--- src/rtl/arb_escrita_pkg.sv ---
// arb_escrita_pkg: shared definitions for the register-bank write arbiter.
// Holds the default data/index widths, the register count, the round-robin
// pointer encoding and the write-command record (valid, register, data).
package arb_escrita_pkg;

  localparam int DATA_W_DEF = 32;
  localparam int ADDR_W_DEF = 2;
  localparam int NREG       = 4;

  // Round-robin pointer: which requester wins when both are valid.
  typedef enum logic {
    PTR_REQ0 = 1'b0,
    PTR_REQ1 = 1'b1
  } ptr_e;

  // One write command towards the register bank, at the default widths.
  typedef struct packed {
    logic                  valid;
    logic [ADDR_W_DEF-1:0] reg_idx;
    logic [DATA_W_DEF-1:0] dado;
  } wr_cmd_t;

endpackage

--- src/rtl/arb_escrita_if.sv ---
// arb_escrita_if: the two writeback request channels (0 = ALU, 1 = load).
//
// Handshake (both channels): a request transfers in a cycle where
// reqN_valid=1 and reqN_ready=1. While valid=1 and ready=0 the requester
// holds reqN_reg/reqN_dado stable. ready may depend combinationally on valid,
// and at most one ready is high in any cycle.
//
// Modports: master = requester side, slave = arbiter side.
interface arb_escrita_if #(
  parameter int DATA_W = arb_escrita_pkg::DATA_W_DEF,
  parameter int ADDR_W = arb_escrita_pkg::ADDR_W_DEF
) ();

  logic              req0_valid;
  logic              req0_ready;
  logic [ADDR_W-1:0] req0_reg;
  logic [DATA_W-1:0] req0_dado;

  logic              req1_valid;
  logic              req1_ready;
  logic [ADDR_W-1:0] req1_reg;
  logic [DATA_W-1:0] req1_dado;

  modport master (
    output req0_valid, req0_reg, req0_dado,
    input  req0_ready,
    output req1_valid, req1_reg, req1_dado,
    input  req1_ready
  );

  modport slave (
    input  req0_valid, req0_reg, req0_dado,
    output req0_ready,
    input  req1_valid, req1_reg, req1_dado,
    output req1_ready
  );

endinterface

--- src/rtl/arb_escrita_rr_arb2.sv ---
// rr_arb2: two-requester round-robin arbiter.
//
// Ports:
//   clk, rst  - clock, synchronous active-high reset (pointer -> requester 0)
//   valid_i   - request vector, bit N = requester N
//   grant_o   - one-hot (or zero) grant, combinational on valid_i
//   ptr_o     - current round-robin pointer (debug / observation)
//
// When both requesters are valid the pointer picks the winner; after any
// grant the pointer moves to the loser, so a waiting requester is served on
// the very next cycle. No grant leaves the pointer where it was.
module rr_arb2
  import arb_escrita_pkg::*;
(
  input  logic       clk,
  input  logic       rst,
  input  logic [1:0] valid_i,
  output logic [1:0] grant_o,
  output ptr_e       ptr_o
);

  ptr_e ptr_q;
  ptr_e ptr_d;

  always_ff @(posedge clk) begin
    if (rst) begin
      ptr_q <= PTR_REQ0;
    end else begin
      ptr_q <= ptr_d;
    end
  end

  always_comb begin
    grant_o = 2'b00;
    ptr_d   = ptr_q;
    if (!rst) begin
      unique case (valid_i)
        2'b01:   grant_o = 2'b01;
        2'b10:   grant_o = 2'b10;
        2'b11:   grant_o = (ptr_q == PTR_REQ0) ? 2'b01 : 2'b10;
        default: grant_o = 2'b00;
      endcase
    end
    if (grant_o[0]) begin
      ptr_d = PTR_REQ1;
    end else if (grant_o[1]) begin
      ptr_d = PTR_REQ0;
    end
  end

  assign ptr_o = ptr_q;

endmodule

--- src/rtl/arb_escrita_reg.sv ---
// arb_escrita_reg: arbitrates two writeback requesters onto a single
// register-bank write port and watches the bank's read indexes for
// read-after-write collisions with the write currently being issued.
//
// Ports:
//   clk, rst            - clock, synchronous active-high reset
//   req                 - arb_escrita_if.slave: requester 0/1 channels
//   reg_e, e_l, dado    - write command to the bank (e_l=1 means write)
//   fnt1, fnt2          - bank read indexes (observed only)
//   dado_l_1_in/_2_in   - raw read data from the bank
//   dado_l_1/_2         - read data towards the datapath
//   hazard              - read index matches the write being issued
//   dbg_ptr_o           - round-robin pointer, for observation
//
// Build option: define ARB_ESCRITA_BYPASS_EN to forward the issuing write
// data onto matching read ports (hazard then stays 0); without it the read
// data passes straight through and hazard flags the collision.
//
// Accepted requests land in a one-deep write stage and are issued the next
// cycle; the stage never stalls, so one write per cycle is sustained.
module arb_escrita_reg
  import arb_escrita_pkg::*;
#(
  parameter int DATA_W = DATA_W_DEF,
  parameter int ADDR_W = ADDR_W_DEF
) (
  input  logic              clk,
  input  logic              rst,
  arb_escrita_if.slave      req,
  output logic [ADDR_W-1:0] reg_e,
  output logic              e_l,
  output logic [DATA_W-1:0] dado,
  input  logic [ADDR_W-1:0] fnt1,
  input  logic [ADDR_W-1:0] fnt2,
  input  logic [DATA_W-1:0] dado_l_1_in,
  input  logic [DATA_W-1:0] dado_l_2_in,
  output logic [DATA_W-1:0] dado_l_1,
  output logic [DATA_W-1:0] dado_l_2,
  output logic              hazard,
  output ptr_e              dbg_ptr_o
);

  logic [1:0] grant;

  logic              wr_v_q,    wr_v_d;
  logic [ADDR_W-1:0] wr_reg_q,  wr_reg_d;
  logic [DATA_W-1:0] wr_dado_q, wr_dado_d;

  logic issue_v;
  logic match1;
  logic match2;

  rr_arb2 u_arb (
    .clk     (clk),
    .rst     (rst),
    .valid_i ({req.req1_valid, req.req0_valid}),
    .grant_o (grant),
    .ptr_o   (dbg_ptr_o)
  );

  // Grant doubles as ready: a granted valid request is accepted this cycle.
  assign req.req0_ready = grant[0];
  assign req.req1_ready = grant[1];

  always_comb begin
    wr_v_d    = 1'b0;
    wr_reg_d  = wr_reg_q;
    wr_dado_d = wr_dado_q;
    if (grant[0]) begin
      wr_v_d    = 1'b1;
      wr_reg_d  = req.req0_reg;
      wr_dado_d = req.req0_dado;
    end else if (grant[1]) begin
      wr_v_d    = 1'b1;
      wr_reg_d  = req.req1_reg;
      wr_dado_d = req.req1_dado;
    end
  end

  always_ff @(posedge clk) begin
    if (rst) begin
      wr_v_q    <= 1'b0;
      wr_reg_q  <= '0;
      wr_dado_q <= '0;
    end else begin
      wr_v_q    <= wr_v_d;
      wr_reg_q  <= wr_reg_d;
      wr_dado_q <= wr_dado_d;
    end
  end

  // The stage is masked by rst combinationally: a write captured on the edge
  // just before reset rises must not reach the bank at the reset edge.
  assign issue_v = wr_v_q & ~rst;
  assign e_l     = issue_v;
  assign reg_e   = rst ? '0 : wr_reg_q;
  assign dado    = rst ? '0 : wr_dado_q;

  assign match1 = issue_v && (fnt1 == wr_reg_q);
  assign match2 = issue_v && (fnt2 == wr_reg_q);

`ifdef ARB_ESCRITA_BYPASS_EN
  assign dado_l_1 = match1 ? wr_dado_q : dado_l_1_in;
  assign dado_l_2 = match2 ? wr_dado_q : dado_l_2_in;
  assign hazard   = 1'b0;
`else
  assign dado_l_1 = dado_l_1_in;
  assign dado_l_2 = dado_l_2_in;
  assign hazard   = match1 | match2;
`endif

endmodule

--- src/flat_wrapper.sv ---
// flat-port wrapper written by rule: the top's interface ports become plain ports
module arb_escrita_reg_flat import arb_escrita_pkg::*;
#(
  parameter int DATA_W = DATA_W_DEF,
  parameter int ADDR_W = ADDR_W_DEF
)
  (clk, rst, reg_e, e_l, dado, fnt1, fnt2, dado_l_1_in, dado_l_2_in, dado_l_1, dado_l_2, hazard, dbg_ptr_o, req_req0_valid, req_req0_reg, req_req0_dado, req_req0_ready, req_req1_valid, req_req1_reg, req_req1_dado, req_req1_ready);
  arb_escrita_if #(.DATA_W(DATA_W), .ADDR_W(ADDR_W)) req_i ();
  input  logic clk;
  input  logic rst;
  output logic [ADDR_W-1:0] reg_e;
  output logic e_l;
  output logic [DATA_W-1:0] dado;
  input  logic [ADDR_W-1:0] fnt1;
  input  logic [ADDR_W-1:0] fnt2;
  input  logic [DATA_W-1:0] dado_l_1_in;
  input  logic [DATA_W-1:0] dado_l_2_in;
  output logic [DATA_W-1:0] dado_l_1;
  output logic [DATA_W-1:0] dado_l_2;
  output logic hazard;
  output ptr_e dbg_ptr_o;
  input wire logic [$bits(req_i.req0_valid)-1:0] req_req0_valid;
  input wire logic [$bits(req_i.req0_reg)-1:0] req_req0_reg;
  input wire logic [$bits(req_i.req0_dado)-1:0] req_req0_dado;
  output wire logic [$bits(req_i.req0_ready)-1:0] req_req0_ready;
  input wire logic [$bits(req_i.req1_valid)-1:0] req_req1_valid;
  input wire logic [$bits(req_i.req1_reg)-1:0] req_req1_reg;
  input wire logic [$bits(req_i.req1_dado)-1:0] req_req1_dado;
  output wire logic [$bits(req_i.req1_ready)-1:0] req_req1_ready;
  assign req_i.req0_valid = req_req0_valid;
  assign req_i.req0_reg = req_req0_reg;
  assign req_i.req0_dado = req_req0_dado;
  assign req_req0_ready = req_i.req0_ready;
  assign req_i.req1_valid = req_req1_valid;
  assign req_i.req1_reg = req_req1_reg;
  assign req_i.req1_dado = req_req1_dado;
  assign req_req1_ready = req_i.req1_ready;
  arb_escrita_reg #(.DATA_W(DATA_W), .ADDR_W(ADDR_W)) u_core (.clk(clk), .rst(rst), .req(req_i), .reg_e(reg_e), .e_l(e_l), .dado(dado), .fnt1(fnt1), .fnt2(fnt2), .dado_l_1_in(dado_l_1_in), .dado_l_2_in(dado_l_2_in), .dado_l_1(dado_l_1), .dado_l_2(dado_l_2), .hazard(hazard), .dbg_ptr_o(dbg_ptr_o));
endmodule
--- config.mk ---
export PLATFORM = sky130hd
export DESIGN_NAME = arb_escrita_reg_flat
export DESIGN_NICKNAME = d
export VERILOG_FILES = /design/src/rtl/arb_escrita_pkg.sv /design/src/rtl/arb_escrita_if.sv /design/src/rtl/arb_escrita_rr_arb2.sv /design/src/rtl/arb_escrita_reg.sv /design/src/flat_wrapper.sv
export SDC_FILE = /design/constraint.sdc
export NUM_CORES = 1
export LEC_CHECK = 0
export ABC_CLOCK_PERIOD_IN_PS = 1300
export BUFFER_PORTS_ARGS = -buffer_cell sky130_fd_sc_hd__buf_2
export CAP_MARGIN = 20
export CORE_AREA = 2 2 93 95
export CTS_CLUSTER_DIAMETER = 80
export DETAILED_ROUTE_END_ITERATION = 12
export DIE_AREA = 0 0 95 97
export PLACE_DENSITY = 0.72
export SLEW_MARGIN = 15
export SYNTH_ARGS = -nofsm -noshare
export SYNTH_HDL_FRONTEND = slang
export SYNTH_SLANG_ARGS = --single-unit
--- constraint.sdc ---
create_clock -name clk -period 1.3 [get_ports clk]
set_input_delay 0.26 -clock clk [delete_from_list [all_inputs] [get_ports clk]]
set_output_delay 0.26 -clock clk [all_outputs]
set_load 0.005 [all_outputs]
## Word-level counts from Yosys, hierarchy flattened

Index checks and enable logic that the tools add are counted.
Widths: inputs -> output; s select.

| storage, ports and cells | value |
|---|---|
| register bits | 36 |
| input bits | 140 |
| output and inout bits | 103 |
| logic and storage cells | 28 |

| operators by class | value |
|---|---|
| equality and inequality tests | 5 |
| multiplexer cells | 13 |
| bitwise operators | 3 |
| reduce and logical (&&, ||, !) cells | 3 |

Operator list:

| operator | number |
|---|---|
| $mux 32 | 3 |
| $mux 2 | 5 |
| $pmux 2 s3 | 1 |
| $eq 2x2->1 | 2 |
| $eq 2x2->1 const B | 2 |
| $mux 1 | 4 |
| $eq 2x1->1 const B | 1 |
| $logic_and 1x1->1 | 2 |
| $reduce_bool 2->1 | 1 |
| $and 1x1->1 | 1 |
| $not 1->1 | 1 |
| $or 1x1->1 | 1 |

## Logic depth before layout (Yosys ltp)

Gate-level depths: netlist of run 1.

| logic depth | value |
|---|---|
| word-level depth | 5 |
| gate-level depth with buffers | 5 |
| mapped depth without buffers | 3 |

## Hierarchy

From an unflattened synthesis of run 1, not the netlist that was laid out.

| second synthesis, totals | value |
|---|---|
| cell total of the unflattened synthesis | 267 |
| area total of the unflattened synthesis | 2,615.0 um^2 |

Modules (own cells, without submodules):

| module | instances | cells an instance | area each (um^2) | seq. area each (um^2) |
|---|---|---|---|---|
| arb_escrita_reg | 1 | 260 | 2,546.2 | 700.7 |
| rr_arb2 | 1 | 7 | 68.8 | 20.0 |

## Worst setup path after synthesis of run 1

OpenSTA, ideal clock, no wires.

| path | value |
|---|---|
| path type | register -> register |
| from | register u_core.u_arb.ptr_q (netlist: u_core.u_arb.ptr_o) |
| to | register u_core.wr_dado_q[0] |
| setup time | 0.074 ns |
| arrival time | 1.192 ns |
| path slack | 0.034 ns |
| stages on the path, launching flop included | 6 |
| period minus slack after synthesis | 1.266 ns |
| cell sequence | dfxtp_1 > and2_4 > buf_6 > buf_6 > or3b_1 > a31oi_1 |

| on the way | value |
|---|---|
| cells in the longest elaborated chain, start to end | 4 |

Ends and longest elaborated chain:

| what | line | RTL |
|---|---|---|
| from (decl) | arb_escrita_rr_arb2.sv:22 | `ptr_e ptr_q;` |
| from (signal assigned) | arb_escrita_rr_arb2.sv:29 | `ptr_q <= ptr_d;` |
| $mux 2 (*) | arb_escrita_rr_arb2.sv:40 | `2'b11: grant_o = (ptr_q == PTR_REQ0) ? 2'b01 : 2'b10;` |
| $pmux 2 s3 (*) | arb_escrita_rr_arb2.sv:37 | `unique case (valid_i)` |
| $mux 2 (*) | arb_escrita_rr_arb2.sv:36 | `if (!rst) begin` |
| $mux 32 or $reduce_bool 2->1 (tied branches) | - |  |
| to (signal assigned) | arb_escrita_reg.sv:88 | `wr_dado_q <= wr_dado_d;` |
| to (decl) | arb_escrita_reg.sv:47 | `logic [DATA_W-1:0] wr_dado_q, wr_dado_d;` |

Every way passes the cells marked *; elsewhere a longest branch is shown, timed or not.
A chain may end at the register's enable or synchronous reset.

## Worst setup path in the final report of run 1

| path | value |
|---|---|
| from | register u_core.u_arb.ptr_q (netlist: u_core.u_arb.ptr_o) |
| to | output req_req0_ready |

| on the way | value |
|---|---|
| cells in the longest elaborated chain, start to end | 3 |

Ends and longest elaborated chain:

| what | line | RTL |
|---|---|---|
| $mux 2 | arb_escrita_rr_arb2.sv:40 |  |
| $pmux 2 s3 | arb_escrita_rr_arb2.sv:37 |  |
| $mux 2 | arb_escrita_rr_arb2.sv:36 |  |
| to (decl) | flat_wrapper.sv:25 | `output wire logic [$bits(req_i.req0_ready)-1:0] req_req0_ready;` |

No other way between the ends.

==> summary.txt, run 1 <==
TritonRoute pass-1 iters: 4
syn_nets: 452
setup ws final: -0.115 ns
fin crit period: 1.42 ns
share of layout cells above drive strength 1: 0.473
sequential share of the synthesized area: 0.289
worst slew pin tran: 0.360 ns
Final Skew: 0.00560 ns
latest clock arrival within the worst-skew pair: 0.28 ns
Routed WL per cell: 14.2 um
core box area: 8130 um^2
Std-Cell Rows: 33
R2R depth: 5
Area contributors post-synth: dfxtp_1 (29%), buf_4 (19%), or3b_1 (11%), nor2b_1 (9.0%), a31oi_1 (7.8%)
reg2reg start: u_core.u_arb.ptr_o
CP startpoint: u_core.u_arb.ptr_o
worst path required time: 1.04 ns
critical path launch point type: flop
initial antenna violation count: 0
CTS Buf Count: 5
setup slack at placement: -0.128 ns
fin cells: 477
DR vias: 2238
Post-Syn Area: 2500 um^2
CTS tree: built
DRT Wirelength: 6760 um
global route overflow: 0
Die Area: 9220 um^2
initial core utilization: 0.307
number of synthesized register bits: 36
Async SR Flop Fraction: 0
Yosys top cell area share: 0.289
Max clock buf depth: 2
EDFF count, synth: 0
period utilisation layout: 1.09
relative slew slack: 0.758
CTS clk-pin slew, worst paths: 0.08 ns
DP HPWL: 4560 um
yosys warns: 0
post-layout util: 0.392
worst reg2reg setup slack: -0.02 ns
min-delay src: req_req1_dado[31]
Final ANT Viol Nets: 0
Top Ports: 243
Die Y: 97 um
terminus of the critical flop-to-flop path: u_core.wr_dado_q[0]
WHS Path Cells: 3
instance area at placement: 2810 um^2
hold endpoint: u_core.wr_dado_q[31]
H-Tree Depth: 2
Syn-to-layout area delta: 27.8%
PwrDens: 967 nW/um^2
gr usage total: 0.131
DRC viols: 0
slowest stage delay, CP: 0.33 ns
CP Cell Sequence: and2_4 > or2_4 > inv_2 > buf_6
final setup vio count: 13
vias in the first global route: 2046
Data arrival, critical path: 1.16 ns
global-route wire length before repair: 9640 um
ANT cells: 0
Lkg Pwr: 1.44 nW
Final Slew Violations: 0
critical path class: flop to output port
Num Clock Sinks: 36
net total in the final layout: 511
placed cell count: 458
largest net degree at the start of global routing: 38
Crit. End Element: output port
failing checks: negative setup slack
Netlist cell types: 25
Peak VDD IR: 0.454 mV
Fin. Hold Viols: 0
area leader, netlist: dfxtp_1
Finished Cell Area: 3190 um^2
synthesized instance count: 312
Fmax: 0.707 GHz
Via density: 4.69
crit-path max FO: 6
syn_area_per_cell: 8.00 um^2
Die X: 95 um
outcome: finished, violations left
RSZ-0062 raised after global routing: yes
crit path max-delay cell type: dfxtp_2
Initial DRC Count: 46
worst hold path class: input pin to flop
clock root buffer: clkbuf_8
prevailing post-synth register cell: dfxtp_1
fillers: 839
max_cap viols: 0
GP Congestion: 0.703
Port Buffers: 114
registers in the layout, indices dropped and copies added, names as in the netlist:
register            flops
u_core.wr_dado_q       32
u_core.u_arb.ptr_o      1
u_core.wr_reg_q         2
u_core.wr_v_q           1
stage by stage:
step	hold slack, ns	total power, mW	TNS (ns)
2_1_floorplan	0.435	1.83	0
3_3_place_gp	0.520	1.98	-1.00
3_5_place_dp	0.520	2.00	-2.49
4_1_cts	0.222	3.06	-0.504
5_1_grt	0.240	3.29	-1.96
6_report	0.242	3.08	-0.333
cell usage after synthesis, drive strengths merged (2+ instances only):
cell / instances
and2: 2
o21ba: 2
or3b: 31
nor2: 35
xor2: 4
dfxtp: 36
o21ai: 31
clkbuf: 17
nor2b: 36
a31oi: 31
nor3: 6
a2111oi: 3
buf: 72
layout make-up:
type / count / area, um^2 / share of cell area
Clock buffer: 5 / 68.8 / 0.0216
Clock inverter: 3 / 42.5 / 0.0133
Inverter: 1 / 3.75 / 0.00118
Multi-Input combinational cell: 186 / 1240 / 0.388
Sequential cell: 36 / 724 / 0.227
Tap cell: 105 / 131 / 0.0412
Timing Repair Buffer: 141 / 980 / 0.307
how the worst max path moves through the flow:
stage                                       to  slack [ns]
final                           req_req0_ready       -0.12
after global routing                    hazard       -0.19
after CTS                       req_req0_ready       -0.12
after detailed placement   u_core.wr_dado_q[0]       -0.13
after global placement    u_core.wr_dado_q[26]       -0.04
after floorplan            u_core.wr_dado_q[0]        0.03
cell usage in the layout (no fill, tap or decap), types with 2 or more instances in the layout:
master / count
nor3_1: 3
buf_4: 11
buf_6: 5
clkbuf_16: 4
a2111oi_4: 2
nor3_2: 3
o21ba_2: 2
o21ai_1: 16
or3b_1: 31
buf_2: 112
nor2b_1: 25
a31oi_1: 31
nor2_1: 35
dfxtp_1: 33
xor2_1: 4
buf_12: 9
dfxtp_2: 3
clkbuf_8: 5
o21ai_0: 15
nor2b_2: 10
worst max-delay path, delay by kind of cell (launching register included):
kind	cells	cell delay, ns
simple gates	2	0.41
buf+inv	2	0.13
flops	1	0.33
timing repair:
item                       4_1_cts  5_1_grt
buffers inserted                 3        6
hold endpoints to repair         0        0
pin swaps                       67        9
cloned                           0        4
hold buffers                     0        0
setup endpoints to repair        4       45
resized for setup                9       33
report_power, final:
group          internal [mW]  switching [mW]
logic                  0.455           0.364
registers               1.23          0.0297
clock network          0.568           0.439
cells by family (layout without fill, tap and decap cells):
family	after synthesis	after routing	share of synthesized area
AND/OR/NAND/NOR	114	114	0.283
buffers and inverters	90	150	0.250
AO/OA/AOI/OAI	68	68	0.164
flip-flops	36	36	0.289
XOR/XNOR	4	4	0.0140
layer usage:
metal  track usage  routed length [um]  part of all wire  vias up
met5             0                   0                 0        -
met4        0.0569                 131             0.019        0
met3        0.0382                 589             0.087       16
met2         0.223                3330              0.49      106
met1         0.150                2710              0.40      995
li1              -                   -                 -     1121
Power figures use the tool's default switching activity.
==> run 2: changes to the inputs <==
BUFFER_PORTS_ARGS = unset   (was -buffer_cell sky130_fd_sc_hd__buf_2)
DONT_BUFFER_PORTS = 1   (was unset)
PLACE_DENSITY = unset   (was 0.72)
==> run 2 against run 1 <==
The run still ends with negative setup slack left. Clock skew about the same. Total power decreased by 13%. Cell count decreased by 26%. Wire length decreased by 6.0%. Maximum frequency increased by 2.0%. Clock power decreased by 16%. Die area unchanged. Global-route usage decreased by 1.4 points. First-iteration DRC count decreased by 15%. Largest cell class unchanged.
==> summary.txt, run 2 (synthesis results as in run 1) <==
outcome: finished, violations left (unchanged)
failing checks: negative setup slack (unchanged)
Die Y: 97 um (unchanged)
Data arrival, critical path: 1.13 ns (was 1.16 ns)
H-Tree Depth: 2 (unchanged)
Finished Cell Area: 2490 um^2 (was 3190 um^2)
period utilisation layout: 1.07 (was 1.09)
worst hold path class: input pin to flop (unchanged)
vias in the first global route: 1701 (was 2046)
CTS tree: built (unchanged)
global route overflow: 0 (unchanged)
Lkg Pwr: 0.887 nW (was 1.44 nW)
grt met3 use: 0.0374 (was 0.0382)
clock root buffer: clkbuf_8 (unchanged)
instance area at placement: 2130 um^2 (was 2810 um^2)
Fin. Hold Viols: 0 (unchanged)
GRT busiest layer: met2 (unchanged)
terminus of the critical flop-to-flop path: u_core.wr_dado_q[29] (was u_core.wr_dado_q[0])
share of layout cells above drive strength 1: 0.161 (was 0.473)
relative slew slack: 0.779 (was 0.758)
Final Skew: 0.00584 ns (was 0.00560 ns)
Routed WL per cell: 17.9 um (was 14.2 um)
latest clock arrival within the worst-skew pair: 0.28 ns (about the same)
met2 Use GR: 0.203 (was 0.223)
Die X: 95 um (unchanged)
worst slew pin tran: 0.330 ns (was 0.360 ns)
RSZ-0062 raised after global routing: yes (unchanged)
met1 Resource Use GR: 0.126 (was 0.150)
setup ws final: -0.0876 ns (was -0.115 ns)
Port Buffers: 0 (was 114)
reg2reg start: u_core.u_arb.ptr_o (unchanged)
final total power: 2.68 mW (was 3.08 mW)
Top Registers: u_core.wr_dado_q: 32 flops, u_core.wr_reg_q: 2 flops (unchanged)
global-route wire length before repair: 8580 um (was 9640 um)
DP HPWL: 3960 um (was 4560 um)
max_cap viols: 0 (unchanged)
Fmax: 0.721 GHz (was 0.707 GHz)
critical path launch point type: flop (unchanged)
worst reg2reg setup slack: 0.01 ns (was -0.02 ns)
CTS clk-pin slew, worst paths: 0.08 ns (about the same)
DR vias: 1848 (was 2238)
worst path required time: 1.04 ns (about the same)
fillers: 855 (was 839)
DRC viols: 0 (unchanged)
post-layout util: 0.307 (was 0.392)
Top Ports: 243 (unchanged)
Crit. End Element: output port (unchanged)
PwrDens: 1070 nW/um^2 (was 967 nW/um^2)
Syn-to-layout area delta: -0.0502% (was 27.8%)
register area: 724 um^2 (unchanged)
multi-input logic area: 1230 um^2 (was 1240 um^2)
R2R depth: 4 (was 5)
ANT cells: 0 (unchanged)
largest net degree at the start of global routing: 43 (was 38)
core box area: 8130 um^2 (unchanged)
gr usage total: 0.117 (was 0.131)
Initial DRC Count: 39 (was 46)
Max clock buf depth: 2 (unchanged)
Final Slew Violations: 0 (unchanged)
max reg flops: 32 (unchanged)
fin crit period: 1.39 ns (was 1.42 ns)
GP Congestion: 0.615 (was 0.703)
initial core utilization: 0.307 (unchanged)
Peak VDD IR: 0.337 mV (was 0.454 mV)
crit-path max FO: 6 (unchanged)
most flop-heavy register: u_core.wr_dado_q (unchanged)
Final ANT Viol Nets: 0 (unchanged)
final setup vio count: 2 (was 13)
hold endpoint: u_core.wr_dado_q[15] (was u_core.wr_dado_q[31])
Via density: 5.22 (was 4.69)
critical path class: flop to output port (unchanged)
WHS Path Cells: 1 (was 3)
min-delay src: rst (was req_req1_dado[31])
DRT Wirelength: 6350 um (was 6760 um)
Std-Cell Rows: 33 (unchanged)
CTS Buf Count: 5 (unchanged)
Num Clock Sinks: 36 (unchanged)
net total in the final layout: 388 (was 511)
TritonRoute pass-1 iters: 4 (unchanged)
initial antenna violation count: 0 (unchanged)
Die Area: 9220 um^2 (unchanged)
most frequent cells in the layout: nor2b_1 (35), nor2_1 (35), dfxtp_1 (33) (was buf_2 (112), nor2_1 (35), dfxtp_1 (33))
run 2: cell count changes in the layout (fill, tap and decap cells not counted), moves of 2 or more:
cell | before | now
clkbuf_1 | 0 | 2
o21ai_0 | 15 | 18
nor3_2 | 3 | 1
nor2b_1 | 25 | 35
nor2b_2 | 10 | 0
buf_2 | 112 | 0
o21ai_1 | 16 | 13
buf_12 | 9 | 7
nor3_1 | 3 | 5
buf_4 | 11 | 1
run 2: area by class of cell:
| class | count | area share |
|---|---|---|
| well taps | 105 | 0.0527 |
| flip-flops and latches | 36 | 0.290 |
| repair buffers | 17 | 0.127 |
| inverters | 1 | 0.00150 |
| clock buffers | 8 | 0.0361 |
| multi-input cells | 187 | 0.492 |
run 2: worst max-delay path by stage:
stage,startpoint,endpoint,slack (ns)
2_1_floorplan,u_core.u_arb.ptr_o,u_core.wr_dado_q[0],0.03
3_3_place_gp,rst,u_core.wr_dado_q[26],0.02
3_5_place_dp,rst,u_core.wr_dado_q[26],-0.006
4_1_cts,u_core.wr_reg_q[1],hazard,-0.06
5_1_grt,u_core.u_arb.ptr_o,req_req0_ready,-0.14
6_report,u_core.u_arb.ptr_o,req_req0_ready,-0.09
run 2: what timing repair did:
action / CTS / global route
endpoints found under the setup margin: 4 / 25
pin swaps: 3 / 41
resized for setup: 6 / 15
hold buffers: 0 / 0
buffers inserted: 2 / 2
gates cloned: 0 / 7
run 2: routing by layer:
metal	vias up	wire, um
met4	0	153
met3	30	562
met5	-	0
met1	840	2460
li1	879	-
met2	99	3180
run 2: stage by stage:
stage	setup TNS [ns]	hold WS, ns	setup slack (ns)	instances
6_report	-0.121	0.0443	-0.0876	354
5_1_grt	-0.561	0.0144	-0.141	354
4_1_cts	-0.111	0.0231	-0.0622	345
3_5_place_dp	-0.00723	0.338	-0.00571	335
3_3_place_gp	0	0.338	0.0154	335
2_1_floorplan	0	0.435	0.0337	312
run 2: critical path, stage by stage (launching register included):
cell and delay [ns]:
dfxtp_2 0.34, and2_4 0.18, or2_4 0.26, inv_2 0.06
run 2: power breakdown:
group	internal [mW]	switching [mW]
combinational	0.290	0.280
clock	0.433	0.415
sequential	1.23	0.0311
total	1.95	0.726
==> run 3: changes to the inputs <==
SKIP_LAST_GASP = 1   (was unset)
==> run 3 against run 2 <==
Worst hold slack about the same. First-iteration DRC count up 5.1%. Utilization shrank 0.45 points. Clock skew decreased by 0.0010 ns. Combinational power fell by 2%. Clock power about the same. Largest cell class unchanged. Cell count fell by 0.28%. Wire length shrank 2.0%. Total power decreased by 0.68%. Design area shrank 1.5%. Worst setup slack better by 0.020 ns. Maximum frequency up 1.5%. The flow still finishes with violations (negative setup slack). Critical path type unchanged.
==> summary.txt, run 3 (synthesis results as in run 1) <==
Std-Cell Rows: 33 (unchanged)
critical path class: flop to output port (unchanged)
initial core utilization: 0.307 (unchanged)
latest clock arrival within the worst-skew pair: 0.28 ns (about the same)
Fin. Hold Viols: 0 (unchanged)
Crit. End Element: output port (unchanged)
final setup vio count: 2 (unchanged)
GRT busiest layer: met2 (unchanged)
DRC viols: 0 (unchanged)
H-Tree Depth: 2 (unchanged)
global-route wire length before repair: 8590 um (was 8580 um)
CTS clk-pin slew, worst paths: 0.07 ns (was 0.08 ns)
placed cell count: 335 (unchanged)
Final Skew: 0.00484 ns (was 0.00584 ns)
Port Buffers: 0 (unchanged)
grt met3 use: 0.0374 (unchanged)
worst slew pin tran: 0.379 ns (was 0.330 ns)
Via density: 5.20 (was 5.22)
CTS tree: built (unchanged)
failing checks: negative setup slack (unchanged)
vias in the first global route: 1694 (was 1701)
crit-path max FO: 5 (was 6)
ANT cells: 0 (unchanged)
share of layout cells above drive strength 1: 0.145 (was 0.161)
Num Clock Sinks: 36 (unchanged)
met1 Resource Use GR: 0.127 (was 0.126)
Routed WL per cell: 17.6 um (was 17.9 um)
initial antenna violation count: 0 (unchanged)
Final Slew Violations: 0 (unchanged)
worst hold path class: input pin to flop (unchanged)
PwrDens: 1080 nW/um^2 (was 1070 nW/um^2)
post-layout util: 0.302 (was 0.307)
Syn-to-layout area delta: -1.50% (was -0.0502%)
core box area: 8130 um^2 (unchanged)
most flop-heavy register: u_core.wr_dado_q (unchanged)
clock root buffer: clkbuf_8 (unchanged)
critical path launch point type: flop (unchanged)
GP Congestion: 0.615 (unchanged)
Lkg Pwr: 0.875 nW (was 0.887 nW)
Die Area: 9220 um^2 (unchanged)
Die Y: 97 um (unchanged)
global route overflow: 0 (unchanged)
TritonRoute pass-1 iters: 4 (unchanged)
outcome: finished, violations left (unchanged)
RSZ-0062 raised after global routing: yes (unchanged)
max_cap viols: 0 (unchanged)
max reg flops: 32 (unchanged)
Peak VDD IR: 0.339 mV (was 0.337 mV)
Data arrival, critical path: 1.11 ns (was 1.13 ns)
relative slew slack: 0.746 (was 0.779)
DRT Wirelength: 6220 um (was 6350 um)
Final ANT Viol Nets: 0 (unchanged)
DP HPWL: 3960 um (unchanged)
Top Registers: u_core.wr_dado_q: 32 flops, u_core.wr_reg_q: 2 flops (unchanged)
Fmax: 0.731 GHz (was 0.721 GHz)
fin cells: 353 (was 354)
Max clock buf depth: 2 (unchanged)
Initial DRC Count: 41 (was 39)
number of hold buffers added after CTS: 0 (unchanged)
setup ws final: -0.0674 ns (was -0.0876 ns)
gr usage total: 0.117 (about the same)
fin crit period: 1.37 ns (was 1.39 ns)
DR vias: 1836 (was 1848)
Die X: 95 um (unchanged)
Top Ports: 243 (unchanged)
register area: 723 um^2 (was 724 um^2)
period utilisation layout: 1.05 (was 1.07)
worst path required time: 1.04 ns (about the same)
fillers: 861 (was 855)
largest net degree at the start of global routing: 43 (unchanged)
net total in the final layout: 387 (was 388)
most frequent cells in the layout: nor2b_1 (35), nor2_1 (35), dfxtp_1 (34) (was nor2b_1 (35), nor2_1 (35), dfxtp_1 (33))
CTS Buf Count: 5 (unchanged)
multi-input logic area: 1220 um^2 (was 1230 um^2)
met2 Use GR: 0.203 (unchanged)
-- run 3: final cells by class --
cell class                 instances  share of cell area
clock buffer                       8              0.0366
inverter                           1             0.00153
multi-input combinational        187               0.496
sequential                        36               0.294
tap                              105              0.0534
timing repair buffer              16               0.118
-- run 3: worst max-delay path: stages, from the launching register on --
cell	delay (ns)
dfxtp_2	0.34
and2_4	0.17
or2_4	0.25
inv_2	0.06
-- run 3: report_power, final --
part	internal (mW)	total [mW]	switching, mW
clock network	0.433	0.845	0.412
logic	0.282	0.556	0.274
registers	1.23	1.26	0.0311
total	1.94	2.66	0.717
-- run 3: repair_timing --
item,4_1_cts,5_1_grt
gates resized for setup,3,14
setup buffers,2,2
gates cloned,0,6
pin swaps,1,25
endpoints found under the setup margin,4,25
-- run 3: final timing paths --
kind / start / endpoint / slack, ns / cells after the start
max: u_core.u_arb.ptr_o / req_req0_ready / -0.07 / 3
min: rst / u_core.wr_dado_q[15] / 0.04 / 1
max reg2reg: u_core.u_arb.ptr_o / u_core.wr_dado_q[13] / 0.01 / 5
min reg2reg: u_core.wr_dado_q[26] / u_core.wr_dado_q[26] / 0.61 / 3
-- run 3: metrics by stage --
stage	hold slack (ns)	area, um^2	power, mW	TNS, ns	setup WS [ns]
after CTS	0.0239	2250	2.64	-0.139	-0.0802
after detailed placement	0.338	2130	1.76	-0.00723	-0.00571
after global routing	0.0144	2460	2.85	-0.538	-0.156
final	0.0447	2460	2.66	-0.115	-0.0674
after global placement	0.338	2130	1.74	0	0.0154
after floorplan	0.435	2500	1.83	0	0.0337
-- run 3: routing by layer --
layer / share of wire / vias up
met5: 0 / -
met4: 0.025 / 0
met3: 0.087 / 30
met2: 0.49 / 100
met1: 0.40 / 825
li1: - / 881
